## src/rtl/logic_unit_sweep.sv

```systemverilog
// Bitwise logic unit with an exhaustive operand sweep engine.
// Latency: 1 cycle from accepted operand pair (external or sweep) to out_valid.
// Backpressure: single output register; input and sweep stall while the slot is held.
module logic_unit_sweep #(
    parameter int WIDTH = 4
) (
    input  logic             clk,
    input  logic             reset,
    input  logic             in_valid,
    output logic             in_ready,
    input  logic [2:0]       op,
    input  logic [WIDTH-1:0] a,
    input  logic [WIDTH-1:0] b,
    input  logic             sweep_start,
    output logic             out_valid,
    input  logic             out_ready,
    output logic [WIDTH-1:0] out_s,
    output logic [WIDTH-1:0] out_a,
    output logic [WIDTH-1:0] out_b,
    output logic [2:0]       out_op,
    output logic             out_zero,
    output logic             busy,
    output logic             done,
    output logic [15:0]      count
);

    localparam int PW = 2 * WIDTH;

    localparam logic [1:0] S_IDLE  = 2'd0;
    localparam logic [1:0] S_SWEEP = 2'd1;
    localparam logic [1:0] S_DONE  = 2'd2;

    logic [1:0]       r_state;
    logic [2:0]       r_op_lat;
    logic [PW-1:0]    r_pair;
    logic             r_out_valid;
    logic [WIDTH-1:0] r_out_s;
    logic [WIDTH-1:0] r_out_a;
    logic [WIDTH-1:0] r_out_b;
    logic [2:0]       r_out_op;
    logic [15:0]      r_count;

    logic             w_slot_free;
    logic             w_in_ready;
    logic             w_ext_load;
    logic             w_sweep_load;
    logic             w_load;
    logic             w_last_pair;
    logic [WIDTH-1:0] w_pa;
    logic [WIDTH-1:0] w_pb;
    logic [WIDTH-1:0] w_ld_a;
    logic [WIDTH-1:0] w_ld_b;
    logic [2:0]       w_ld_op;
    logic [WIDTH-1:0] w_ld_s;

    function automatic logic [WIDTH-1:0] f_logic(input logic [2:0] sel,
                                                 input logic [WIDTH-1:0] x,
                                                 input logic [WIDTH-1:0] y);
        logic [WIDTH-1:0] res;
        case (sel)
            3'd0:    res = ~x & y;
            3'd1:    res = ~x | ~y;
            3'd2:    res = x & y;
            3'd3:    res = x | y;
            3'd4:    res = x ^ y;
            3'd5:    res = ~(x | y);
            3'd6:    res = ~(x ^ y);
            default: res = ~x;
        endcase
        return res;
    endfunction

    // pb is the low half of the pair counter so b advances fastest
    assign w_pa        = r_pair[PW-1:WIDTH];
    assign w_pb        = r_pair[WIDTH-1:0];
    assign w_last_pair = &r_pair;

    // The output slot can take a new result when empty or draining this cycle
    assign w_slot_free  = !r_out_valid || out_ready;
    assign w_in_ready   = (r_state == S_IDLE) && w_slot_free && !sweep_start;
    assign w_ext_load   = in_valid && w_in_ready;
    assign w_sweep_load = (r_state == S_SWEEP) && w_slot_free;
    assign w_load       = w_ext_load || w_sweep_load;

    assign w_ld_a  = (r_state == S_SWEEP) ? w_pa     : a;
    assign w_ld_b  = (r_state == S_SWEEP) ? w_pb     : b;
    assign w_ld_op = (r_state == S_SWEEP) ? r_op_lat : op;
    assign w_ld_s  = f_logic(w_ld_op, w_ld_a, w_ld_b);

    // Output register, handshake counter and sweep control
    always_ff @(posedge clk) begin
        if (reset) begin
            r_state     <= S_IDLE;
            r_op_lat    <= 3'd0;
            r_pair      <= '0;
            r_out_valid <= 1'b0;
            r_out_s     <= '0;
            r_out_a     <= '0;
            r_out_b     <= '0;
            r_out_op    <= 3'd0;
            r_count     <= 16'd0;
        end else begin
            if (r_out_valid && out_ready) begin
                r_count <= r_count + 16'd1;
            end

            if (w_load) begin
                r_out_valid <= 1'b1;
                r_out_s     <= w_ld_s;
                r_out_a     <= w_ld_a;
                r_out_b     <= w_ld_b;
                r_out_op    <= w_ld_op;
            end else if (out_ready) begin
                r_out_valid <= 1'b0;
            end

            case (r_state)
                S_IDLE: begin
                    if (sweep_start) begin
                        r_state  <= S_SWEEP;
                        r_op_lat <= op;
                        r_pair   <= '0;
                    end
                end
                S_SWEEP: begin
                    if (w_sweep_load) begin
                        if (w_last_pair) begin
                            r_state <= S_DONE;
                        end else begin
                            r_pair <= r_pair + {{(PW-1){1'b0}}, 1'b1};
                        end
                    end
                end
                default: begin
                    r_state <= S_IDLE;
                end
            endcase
        end
    end

    assign in_ready  = w_in_ready;
    assign out_valid = r_out_valid;
    assign out_s     = r_out_s;
    assign out_a     = r_out_a;
    assign out_b     = r_out_b;
    assign out_op    = r_out_op;
    assign out_zero  = (r_out_s == '0);
    assign busy      = (r_state != S_IDLE);
    assign done      = (r_state == S_DONE);
    assign count     = r_count;

endmodule
```

## config.mk

```make
export PLATFORM = sky130hd
export DESIGN_NAME = logic_unit_sweep
export DESIGN_NICKNAME = d
export VERILOG_FILES = /design/src/rtl/logic_unit_sweep.sv
export SDC_FILE = /design/constraint.sdc
export NUM_CORES = 1
export LEC_CHECK = 0
export CORE_MARGIN = 1.5
export CORE_UTILIZATION = 40
export DETAILED_ROUTE_END_ITERATION = 12
export MAX_ROUTING_LAYER = met4
export SYNTH_ARGS = -nofsm -noshare
export SYNTH_HDL_FRONTEND = slang
export SYNTH_SLANG_ARGS = --single-unit
export TNS_END_PERCENT = 10
```

## constraint.sdc

```tcl
create_clock -name clk -period 3.8 [get_ports clk]
set_input_delay 0.57 -clock clk [delete_from_list [all_inputs] [get_ports clk]]
set_output_delay 0.57 -clock clk [all_outputs]
set_load 0.01 [all_outputs]
```

# --- Word-level counts from Yosys, hierarchy flattened ---
# Index checks and enable logic that the tools add are counted.
totals:
  register_bits: 45
  wordCells: 65
op_classes:
  n_addsub: 2
  eq_ne: 12
  muxes: 14
  bitwise_logic: 9
  n_reduce_logical: 19
ops:
  columns: ["cell", "n"]
  rows:
  - ["$pmux W4 S7", 1]
  - ["$mux W8", 3]
  - ["$add A16 B1 Y16 const B", 1]
  - ["$not A4 Y4", 4]
  - ["$pmux W8 S2", 1]
  - ["$eq A3 B3 Y1 const B", 3]
  - ["$add A8 B1 Y8 const B", 1]
  - ["$and A4 B4 Y4", 2]
  - ["$mux W4", 2]
  - ["$ne A2 B2 Y1 const B", 4]
  - ["$or A4 B4 Y4", 2]
  - ["$reduce_and A8 Y1", 1]
  - ["$eq A3 B2 Y1 const B", 2]
  - ["$mux W2", 3]
  - ["$reduce_bool A2 Y1", 3]
  - ["$logic_and A1 B1 Y1", 5]
  - ["$logic_not A4 Y1", 1]
  - ["$pmux W2 S2", 1]
  - ["$reduce_and A4 Y1", 1]
  - ["$xor A4 B4 Y4", 1]
  - ["$eq A3 B1 Y1 const B", 1]
  - ["$logic_not A3 Y1", 1]
  - ["$mux W3", 1]
  - ["$reduce_and A3 Y1", 1]
  - ["7 further kinds", 10]

# --- Logic depth before layout (Yosys ltp) ---
logic_depth:
  depth_word: 7
  depth_mapped: 13
  ltp_nobuf: 10

# --- Worst setup path before layout ---
# Ideal clock, no wire load.
synth_path:
  path_type: "reg-to-reg"
  start: "reg r_state[1]"
  end: "reg r_out_s[0] (netlist: out_s[0])"
  arrival_time_ns: 2.035
  required_ns: 3.678
  path_slack_ns: 1.643
  path_stages_with_launch: 12
  n_path_buf: 3
  path_cell_list: "dfxtp_1 nand2b_1 buf_6 buf_12 buf_6 mux2i_1 ha_1 inv_1 a211oi_1 nor3_1 a211oi_1 o41ai_2"
synth_via:
  elab_chain_cells: 5
synth_lines:
  columns: ["item", "line_no", "text"]
  rows:
  - ["start: declaration", "33", "logic [1:0] r_state;"]
  - ["start signal: assignment", "93", "r_state <= S_IDLE;"]
  - ["start signal: assignment", "120", "r_state <= S_SWEEP;"]
  - ["start signal: assignment", "128", "r_state <= S_DONE;"]
  - ["$eq A2 B1 Y1 or $logic_not A2 Y1 (tied branches)", null, null]
  - ["$mux W4 (tied with other cells)", "85", "assign w_ld_a = (r_state == S_SWEEP) ? w_pa : a;"]
  - ["$xor A4 B4 Y4 (tied with other cells)", "65, 67", null]
  - ["$not A4 Y4 (tied with other cells)", "67", "3'd6: res = ~(x ^ y);"]
  - ["$pmux W4 S7 or $logic_or A1 B1 Y1 (tied branches)", "60, 83", null]
  - ["end signal: assignment", "109", "r_out_s <= w_ld_s;"]
  - ["end: declaration", "37", "logic [WIDTH-1:0] r_out_s;"]
# Several ways; a longest one is shown, not always the timed one.
# A chain may end at the register's enable or synchronous reset.

# --- Worst setup path in the final report ---
# Same ends and word-level chain as after synthesis.

==> metrics.cfg <==
[placement]
io_buffer_count=51
dp_hpwl_mm=4.92
dp.cells=425
gp_congestion=0.880
pre_cts_ws_ns=0.810

[logic_synthesis]
synth-edff-count=0
yosys_warnings=0
syn-num-nets=336
synthDistinctLibCells=54
ys_ff_latch=45
mappedNetlistArea_um2=2690
async_flop_share=0
synth.yosys.seq_area_share=0.335
syn_inst=310
ys.flop_type=dfxtp_1
syn_avg_cell_area_um2=8.67

[worst_setup_path]
slowest_stage=nand2b_1
r2r_end=out_s[0]$_SDFFE_PP0P_
cpMostUsedCell=a211oi_1
r2r_setup_slack_ns=0.78
crit_path_start_kind=flip-flop
r2r_cells=8
cp.arrival_ns=3.18
crit_chain=nand2b_1, mux2i_1, ha_1, inv_1, a211oi_1, nor3_1, a211oi_1, o41ai_2
r2r_start=r_state[1]$_SDFFE_PP0P_
critPathRequiredTime_ns=3.96
cp_max_fo=15
path_class=reg -> reg
cp-end-kind=flip-flop
max_stage_delay_ns=0.71

[outcome]
outcome=finished with violations
violations=design-rule violations

[cts]
numCtsBuffers=5
htree_levels=2
cts.repair.resized=0
worst_skew_pair.late_latency_ns=0.31
ctsHoldBuffers=0
cts_sinks=45
root_buffer=clkbuf_8
path_clk_slew_ns=0.09
tritoncts=done
post_cts_buffers=0
clk_path_buf_depth=2

[grt]
grt_pass1_wl_mm=10.6
grt_max_degree=24
globalRoute.totalOverflow=0
antenna_found_initial=0
first_global_vias=2168
grtUsageTotal=0.191

[run]
max_cap_viol_count=0

[power]
power_density_nw_per_um2=318
leakagePower_nw=1.26
finalPower_mw=1.04
ir_drop_v=0.000152

[die]
dieWidth_um=85.0
core_area_um2=6420
die_area_um2=7220
start_util=0.419
die_y_um=85.0
rows=29
num_io_pins=52

[sta]
max_slew_margin=0.347
timing.setup.tns_ns=0
drv_slew=0
rsz0062_at_grt=false
fmax_mhz=331
hold_violations=0
tightest_slew_ns=0.976
setup_violations=0
fin_crit_sh=0.795
layout_setup_ws_ns=0.779
period_needed_ns=3.02
skew_ns=0.0140

[routing]
topRoutingLayerUsed=met4
drt_wl_total_mm=6.54
dr.pass1.iters=8
routed-wl-met2_mm=3.09
met1Wirelength_mm=3.05
vias_per_cell=5.41
drc_errors=2
wl_met3_um=299
ant_nets=0
first_iter_violations=91
routedWlPerCell_um=15.2
vias=2330

[worst_hold_path]
hold_end=out_b[3]$_SDFFE_PP0P_
holdPathStages=2
hold_class=reg -> reg
hp-start=out_b[3]$_SDFFE_PP0P_

[layout]
area_growth_pct=22.3
n_antenna_cell=0
instances_no_fill=431
nNetsFinal=381
drive_gt1_frac=0.0791

==> kinds of logic (layout without fill, tap and decap cells) <==
family | Yosys count | after routing | share of synthesized area
and+or+nand+nor | 128 | 128 | 0.242
AOI/OAI and AO/OA | 50 | 50 | 0.156
DFF | 45 | 45 | 0.335
buffers and inverters | 35 | 79 | 0.0651
xor gates and xnor gates | 25 | 25 | 0.0814
muxes | 17 | 17 | 0.0731
adders and majority gates | 10 | 10 | 0.0465
==> Yosys cell counts (all sizes together), types with 3 or more instances <==
cell / count / area [um2]
inv: 19 / 71.3
nor4: 5 / 43.8
nor2: 53 / 199
xor2: 14 / 123
xnor2: 11 / 96.3
a211oi: 16 / 133
nand4: 5 / 31.3
a211o: 3 / 26.3
clkbuf: 7 / 26.3
a2111oi: 5 / 63.8
nand2: 16 / 60.1
nand2b: 3 / 18.8
ha: 10 / 125
o221ai: 3 / 32.5
mux2i: 16 / 185
nor3: 13 / 65.1
and3: 3 / 18.8
buf: 9 / 77.6
dfxtp: 45 / 901
a21oi: 8 / 40.0
a31oi: 4 / 25.0
o21ai: 4 / 23.8
nor2b: 3 / 18.8
nand3: 9 / 45.0
==> where the power goes <==
part / leakage [nW] / total [mW] / internal, mW / switching (mW)
logic: 0.853 / 0.247 / 0.118 / 0.129
clock network: 0.0399 / 0.283 / 0.121 / 0.161
registers: 0.367 / 0.515 / 0.494 / 0.0212
total: 1.26 / 1.04 / 0.733 / 0.312
==> flip-flops by register name, summed over array words and instances, names as in the netlist <==
| name | flops |
|---|---|
| out_a | 4 |
| out_valid | 1 |
| r_op_lat | 3 |
| count | 16 |
| r_pair | 8 |
| out_s | 4 |
| out_b | 4 |
| out_op | 3 |
| r_state | 2 |
==> stage by stage <==
step / util / area, um2 / hold WS, ns
final: 0.512 / 3290 / 0.504
after global routing: 0.512 / 3290 / 0.521
after CTS: 0.512 / 3290 / 0.506
after detailed placement: 0.500 / 3210 / 0.491
after global placement: 0.500 / 3210 / 0.492
after floorplan: - / 2690 / 0.473
==> placed cells by master (no fill, tap or decap), types with 8 or more instances in the layout <==
cell type / n
ha_1: 10
nand2_1: 16
xor2_1: 14
nand3_1: 9
nor3_1: 13
a21oi_1: 8
mux2i_1: 14
clkdlybuf4s50_1: 51
dfxtp_1: 45
nor2_1: 53
xnor2_1: 11
inv_1: 18
a211oi_1: 15
==> per-layer routing <==
layer,vias to the layer above,GRT usage
li1,1183,-
met1,1078,0.245
met2,58,0.307
met3,11,0.0360
met4,0,0.0537
met5,-,-
==> area by class of cell <==
cell class              instances  area (um2)
fillers                       642        3130
multi-input cells             230        1610
flip-flops and latches         45         901
repair buffers                 54         533
well taps                      77        96.3
inverters                      19        71.3
clock buffers                   5        68.8
clock inverters                 1        5.00
==> worst max-delay path by stage <==
stage / startpoint / to / slack (ns) / cells past startpoint
floorplan: r_state[1]$_SDFFE_PP0P_ / out_s[0]$_SDFFE_PP0P_ / 1.64 / 11
global placement: r_state[1]$_SDFFE_PP0P_ / out_s[0]$_SDFFE_PP0P_ / 0.93 / 8
detailed placement: r_state[1]$_SDFFE_PP0P_ / out_s[0]$_SDFFE_PP0P_ / 0.81 / 8
CTS: r_state[1]$_SDFFE_PP0P_ / out_s[0]$_SDFFE_PP0P_ / 0.78 / 8
global route: r_state[1]$_SDFFE_PP0P_ / out_s[0]$_SDFFE_PP0P_ / 0.52 / 8
finish: r_state[1]$_SDFFE_PP0P_ / out_s[0]$_SDFFE_PP0P_ / 0.78 / 8
==> critical path, delay by kind of cell (launching register included) <==
family / cells / cell delay (ns)
and+or+nand+nor: 2 / 0.78
muxes: 1 / 0.49
buffers and inverters: 1 / 0.06
DFF: 1 / 0.59
AOI/OAI and AO/OA: 3 / 0.69
adders and majority gates: 1 / 0.25
(Power assumes the default switching activity.)
